[src/rtl/spi_pkg.sv]
// Shared types and constants for the SPI responder.
// Mode 0 only: CPOL=0, CPHA=0, MSB first.
package spi_pkg;

  localparam int SPI_DATA_W_DEFAULT = 8;

  // {CPOL, CPHA}
  localparam logic [1:0] SPI_MODE0 = 2'b00;

  typedef enum logic {
    ST_IDLE = 1'b0,
    ST_SEL  = 1'b1
  } spi_state_e;

endpackage

[src/rtl/spi_slave_if_sync.sv]
// Multi-flop synchronizer for one asynchronous pin.
// All flops reset to RST_VAL so the pin reads idle out of reset.
module spi_sync #(
  parameter int   STAGES  = 2,
  parameter logic RST_VAL = 1'b0
) (
  input  logic clk,
  input  logic rst_n,
  input  logic d,
  output logic q
);

  logic [STAGES-1:0] ff;

  always_ff @(posedge clk or negedge rst_n) begin
    if (!rst_n) begin
      ff <= {STAGES{RST_VAL}};
    end else begin
      ff <= {ff[STAGES-2:0], d};
    end
  end

  assign q = ff[STAGES-1];

endmodule

[src/rtl/spi_slave_if.sv]
// SPI mode-0 responder, pins oversampled in the clk domain.
// One-entry tx buffer, one-cycle rx strobes.
module spi_slave_if
  import spi_pkg::*;
#(
  parameter int DATA_W      = SPI_DATA_W_DEFAULT,
  parameter int SYNC_STAGES = 2
) (
  input  logic              clk,
  input  logic              rst_n,
  input  logic              sck_i,
  input  logic              cs_n_i,
  input  logic              mosi_i,
  output logic              miso_o,
  output logic              miso_oe_o,
  input  logic [DATA_W-1:0] tx_data_i,
  input  logic              tx_valid_i,
  output logic              tx_ready_o,
  output logic [DATA_W-1:0] rx_data_o,
  output logic              rx_valid_o,
  output logic              tx_underrun_o,
  output logic              busy_o
);

  localparam int CNT_W = $clog2(DATA_W + 1);
  localparam logic [CNT_W-1:0] LAST = CNT_W'(DATA_W - 1);

  logic sck_s, cs_n_s, mosi_s;

  spi_sync #(.STAGES(SYNC_STAGES), .RST_VAL(1'b0)) u_sync_sck (
    .clk   (clk),
    .rst_n (rst_n),
    .d     (sck_i),
    .q     (sck_s)
  );

  spi_sync #(.STAGES(SYNC_STAGES), .RST_VAL(1'b1)) u_sync_cs (
    .clk   (clk),
    .rst_n (rst_n),
    .d     (cs_n_i),
    .q     (cs_n_s)
  );

  spi_sync #(.STAGES(SYNC_STAGES), .RST_VAL(1'b0)) u_sync_mosi (
    .clk   (clk),
    .rst_n (rst_n),
    .d     (mosi_i),
    .q     (mosi_s)
  );

  logic sck_q, cs_n_q, mosi_q;
  logic sck_rise, sck_fall, cs_fall, cs_rise;

  // Edge pulses are registered; mosi_q is delayed to stay aligned with them.
  always_ff @(posedge clk or negedge rst_n) begin
    if (!rst_n) begin
      sck_q    <= 1'b0;
      cs_n_q   <= 1'b1;
      mosi_q   <= 1'b0;
      sck_rise <= 1'b0;
      sck_fall <= 1'b0;
      cs_fall  <= 1'b0;
      cs_rise  <= 1'b0;
    end else begin
      sck_q    <= sck_s;
      cs_n_q   <= cs_n_s;
      mosi_q   <= mosi_s;
      sck_rise <= sck_s & ~sck_q;
      sck_fall <= ~sck_s & sck_q;
      cs_fall  <= ~cs_n_s & cs_n_q;
      cs_rise  <= cs_n_s & ~cs_n_q;
    end
  end

  spi_state_e        state_q, state_d;
  logic [CNT_W-1:0]  cnt_q, cnt_d;
  logic [DATA_W-1:0] sin_q, sin_d;
  logic [DATA_W-1:0] sout_q, sout_d;
  logic [DATA_W-1:0] rx_data_q, rx_data_d;
  logic [DATA_W-1:0] tx_buf_q, tx_buf_d;
  logic              tx_full_q, tx_full_d;
  logic              done_q, done_d;
  logic              miso_q, miso_d;
  logic              oe_q, oe_d;
  logic              rx_valid_q, rx_valid_d;
  logic              under_q, under_d;
  logic              load, capture;

  always_comb begin
    state_d    = state_q;
    cnt_d      = cnt_q;
    sin_d      = sin_q;
    sout_d     = sout_q;
    done_d     = done_q;
    miso_d     = miso_q;
    oe_d       = oe_q;
    rx_data_d  = rx_data_q;
    rx_valid_d = 1'b0;
    under_d    = 1'b0;
    load       = 1'b0;

    unique case (state_q)
      ST_IDLE: begin
        if (cs_fall) begin
          state_d = ST_SEL;
          load    = 1'b1;
          cnt_d   = '0;
          sin_d   = '0;
          done_d  = 1'b0;
          oe_d    = 1'b1;
        end
      end
      ST_SEL: begin
        if (cs_rise) begin
          state_d = ST_IDLE;
          oe_d    = 1'b0;
          miso_d  = 1'b0;
          cnt_d   = '0;
          sin_d   = '0;
          done_d  = 1'b0;
        end else if (sck_rise) begin
          sin_d = {sin_q[DATA_W-2:0], mosi_q};
          if (cnt_q == LAST) begin
            rx_data_d  = sin_d;
            rx_valid_d = 1'b1;
            cnt_d      = '0;
            done_d     = 1'b1;
          end else begin
            cnt_d = cnt_q + 1'b1;
          end
        end else if (sck_fall) begin
          if (done_q) begin
            load   = 1'b1;
            done_d = 1'b0;
          end else begin
            sout_d = {sout_q[DATA_W-2:0], 1'b0};
            miso_d = sout_d[DATA_W-1];
          end
        end
      end
      default: state_d = ST_IDLE;
    endcase

    // An empty buffer at load time sends zeros and flags the underrun.
    if (load) begin
      sout_d  = tx_full_q ? tx_buf_q : '0;
      under_d = ~tx_full_q;
      miso_d  = sout_d[DATA_W-1];
    end
  end

  assign capture   = tx_valid_i & ~tx_full_q;
  assign tx_full_d = capture | (tx_full_q & ~load);
  assign tx_buf_d  = capture ? tx_data_i : tx_buf_q;

  always_ff @(posedge clk or negedge rst_n) begin
    if (!rst_n) begin
      state_q    <= ST_IDLE;
      cnt_q      <= '0;
      sin_q      <= '0;
      sout_q     <= '0;
      done_q     <= 1'b0;
      miso_q     <= 1'b0;
      oe_q       <= 1'b0;
      rx_data_q  <= '0;
      rx_valid_q <= 1'b0;
      under_q    <= 1'b0;
      tx_buf_q   <= '0;
      tx_full_q  <= 1'b0;
    end else begin
      state_q    <= state_d;
      cnt_q      <= cnt_d;
      sin_q      <= sin_d;
      sout_q     <= sout_d;
      done_q     <= done_d;
      miso_q     <= miso_d;
      oe_q       <= oe_d;
      rx_data_q  <= rx_data_d;
      rx_valid_q <= rx_valid_d;
      under_q    <= under_d;
      tx_buf_q   <= tx_buf_d;
      tx_full_q  <= tx_full_d;
    end
  end

  assign miso_o        = miso_q;
  assign miso_oe_o     = oe_q;
  assign tx_ready_o    = ~tx_full_q;
  assign rx_data_o     = rx_data_q;
  assign rx_valid_o    = rx_valid_q;
  assign tx_underrun_o = under_q;
  assign busy_o        = (state_q == ST_SEL);

endmodule

[config.mk]
export PLATFORM = sky130hd
export DESIGN_NAME = spi_slave_if
export DESIGN_NICKNAME = d
export VERILOG_FILES = /design/src/rtl/spi_pkg.sv /design/src/rtl/spi_slave_if_sync.sv /design/src/rtl/spi_slave_if.sv
export SDC_FILE = /design/constraint.sdc
export NUM_CORES = 1
export LEC_CHECK = 0
export ABC_AREA = 1
export BUFFER_PORTS_ARGS = -buffer_cell sky130_fd_sc_hd__buf_4
export CAP_MARGIN = 20
export CORE_AREA = 2 2 87 56
export DETAILED_ROUTE_END_ITERATION = 12
export DIE_AREA = 0 0 89 58
export MAX_ROUTING_LAYER = met4
export PLACE_DENSITY_LB_ADDON = 0.1
export SKIP_LAST_GASP = 1
export SYNTH_ARGS = -nofsm -noshare
export SYNTH_HDL_FRONTEND = slang
export SYNTH_SLANG_ARGS = --single-unit
[constraint.sdc]
create_clock -name clk -period 1.65 [get_ports clk]
set_clock_uncertainty 0.15 [all_clocks]
set_input_delay 0.165 -clock clk [delete_from_list [all_inputs] [get_ports clk]]
set_output_delay 0.165 -clock clk [all_outputs]
set_load 0.01 [all_outputs]
==> flow_summary.ini <==
[outcome]
status = complete, no violations

[critical_path]
worstReg2RegStart = busy_o
r2r_end = cnt_q[2]
crit_type = reg -> reg
path_delay_family = flip-flops
cp_cell_sequence = or2_1, o21ai_2, inv_2, nand2_1, a21oi_1
cpMaxStageDelayCell = dfrtp_1
start_kind = flop
cp_num_buf_inv = 1
reg2reg_slack_ns = 0.14
cpPeakStageDelay_ns = 0.46
worstSetupEndpointType = flop
cp_max_fo = 8
rr_worst_depth = 5
cp_data_arrival_time_ns = 1.55
critPathRequiredTime_ns = 1.69

[drt]
vias_per_cell = 4.78
dr_wl_met3_um = 122
route.detailed.drc = 0
top_layer = met4
ant_nets = 0
wire_per_inst_um = 12.6
drt-met1-wl_um = 2020
met2_length_um = 1750
drt_iter0_drc = 80
first_pass_iters = 4
vias = 1496
wl_um = 3940

[power_and_ir_drop]
sequentialPowerShare_pct = 54.3
p_clk_share_pct = 24.8
powerDensity_nw_per_um2 = 1180
p_switching_mw = 0.915
internal_power_mw = 2.21
vdd_drop_max_mv = 0.849
swShare_pct = 29.3
p_comb_share_pct = 20.9
leakage_nw = 1.34

[floorplan]
core-area_um2 = 4370
num_rows = 19
dieArea_um2 = 5160
io_pins = 28
die_h_um = 58
floorplan.initialDensity_pct = 49.1
chipWidth_um = 89

[synthesis]
synthesis.area_um2 = 2150
syn_inst = 204
synth-main-ff-cell = dfrtp_1
synth_cell_types = 23
yosysSeqAreaShare_pct = 63.1
post_synth.cell_area_avg_um2 = 10.5
ys_warn_count = 0
synth_area_leaders = dfrtp_1, nand2_1, mux2_2
synth.area.mux_share_pct = 4.20
ys_top_cells_by_count = dfrtp_1, nand2_1, inv_1
synth_top_area_share_pct = 59.4
synth_largest_area_cell = dfrtp_1
synth_compound_area_share_pct = 11.5
syn_nets = 219
yosys.area_share.simple_pct = 13.9
synthAdderAreaFrac_pct = 0.583
synth_top_family_by_area = simple AND/OR/NAND/NOR gates
synth-xor-area-share_pct = 0.408
ys_ff_latch = 54
asyncSetResetFlopFracSynth_pct = 100
synth_edf_count = 0
yosysMostFrequentCell = dfrtp_1

[final_layout]
layout-drive-gt1-share_pct = 28.8
area_delta_synth_final_pct = 22.8
diodes = 0
regArea_um2 = 1360
multi_input_area_um2 = 659
layout.nets = 264
n_fill_cell = 369

[global_route]
grt_overflow = 0
grt_use_total_pct = 18.3
grt_pass1_wl_um = 6850
grt_pass1_vias = 1483
antenna_found_initial = 0
grt_max_degree = 55

[sta]
rsz0062_at_grt = no
finalMaxSlewViolations = 0
fin_crit_sh_pct = 91.6
setup_viol = 0
slew_headroom_pct = 56.7
hold_viol_final = 0
max_slew.worst_pin.slew_ns = 0.650
whs_ns = 0.0988
setup_tns_ns = 0
max_clock_freq_mhz = 662
period_needed_ns = 1.51

[clocking]
cts_buffer_depth = 2
insertion_delay_ns = 0.31
cts-root-buf = clkbuf_8
htree_levels = 2
cts_made_buffers = 5
cts_setup_buffers = 0
path_clk_slew_ns = 0.09
clock_sinks = 54
cts_tree = done

[worst_hold_path]
hp-start = tx_valid_i
min_path_cells = 3
hp-class = in -> reg
min_delay_worst_endpoint = tx_full_q

[place]
hpwl_um = 2730
gp_congestion = 0.777
io_buffers = 27

[run]
max-cap-violations = 0
-- worst reg2reg max path, cell delays in order, from the launching register on --
cell	delay [ns]
dfrtp_1	0.46
or2_1	0.32
o21ai_2	0.15
inv_2	0.16
nand2_1	0.09
a21oi_1	0.07
-- cells in the final DEF, fill, tap and decap left out, drive strengths merged, types with 3 or more instances in the layout --
cell type | Yosys | layout
dfrtp | 51 | 51
nand3 | 3 | 3
nor2 | 9 | 9
inv | 28 | 29
mux2 | 8 | 8
buf | 3 | 29
dlygate4sd3 | 0 | 12
a21oi | 12 | 12
o22ai | 7 | 7
o21ai | 20 | 20
dfstp | 3 | 3
clkbuf | 0 | 6
nand2 | 55 | 55
-- per-stage QoR --
stage	setup WS, ns	power [mW]	area, um2	instances	util, %
2_1_floorplan	0.299	2.11	2150	204	-
3_3_place_gp	0.206	2.32	2420	293	55.2
3_5_place_dp	0.110	2.35	2420	293	55.2
4_1_cts	0.102	3.14	2640	313	60.2
5_1_grt	0.0103	3.31	2640	313	60.3
6_report	0.139	3.12	2640	313	60.3
-- sequential cells by signal, indices dropped and copies added (netlist names), 2 cells and up --
name and cells:
sin_q 7, cnt_q 4, rx_data_o 8, u_sync_sck.ff 2, u_sync_cs.ff 2, sout_q 7, u_sync_mosi.ff 2, tx_buf_q 8
-- logic make-up after synthesis --
kind of cell	Yosys count
flip-flops	54
buffers and inverters	31
adder cells (fa/ha/maj)	1
AND/OR/NAND/NOR	69
multiplexers	8
AO/OA/AOI/OAI	40
XOR/XNOR	1
-- power by group through the flow --
stage	clock, mW	sequential [mW]	combinational (mW)
after floorplan	0	1.68	0.427
after global placement	0	1.71	0.607
after detailed placement	0	1.72	0.633
after CTS	0.792	1.69	0.657
after global routing	0.862	1.72	0.736
final	0.776	1.70	0.652
-- final cells by class --
cell class	count	share of cell area, %
clock inverters	2	0.617
well taps	63	2.99
inverters	28	4.08
multi-input cells	119	25.0
clock buffers	6	3.13
repair buffers	41	12.8
flip-flops and latches	54	51.4
-- per-layer routing --
| layer | vias up | global-route usage (%) |
|---|---|---|
| met5 | - | - |
| met4 | 0 | 5.76 |
| met3 | 8 | 4.70 |
| met2 | 22 | 24.7 |
| met1 | 716 | 27.3 |
| li1 | 750 | - |
-- timing repair --
| item | 4_1_cts | 5_1_grt |
|---|---|---|
| hold buffers | 12 | 0 |
| hold endpoints to repair | 62 | 0 |
| setup endpoints to repair | 0 | 9 |
| resized for setup | 0 | 1 |
-- worst max-delay path by stage --
stage	cells after the start	start	endpoint
6_report	5	busy_o	cnt_q[2]
5_1_grt	5	busy_o	cnt_q[2]
4_1_cts	6	cnt_q[0]	rx_data_o[7]
3_5_place_dp	6	cnt_q[0]	rx_data_o[1]
3_3_place_gp	5	busy_o	cnt_q[2]
2_1_floorplan	6	cnt_q[0]	rx_data_o[1]
(Power assumes the default switching activity.)
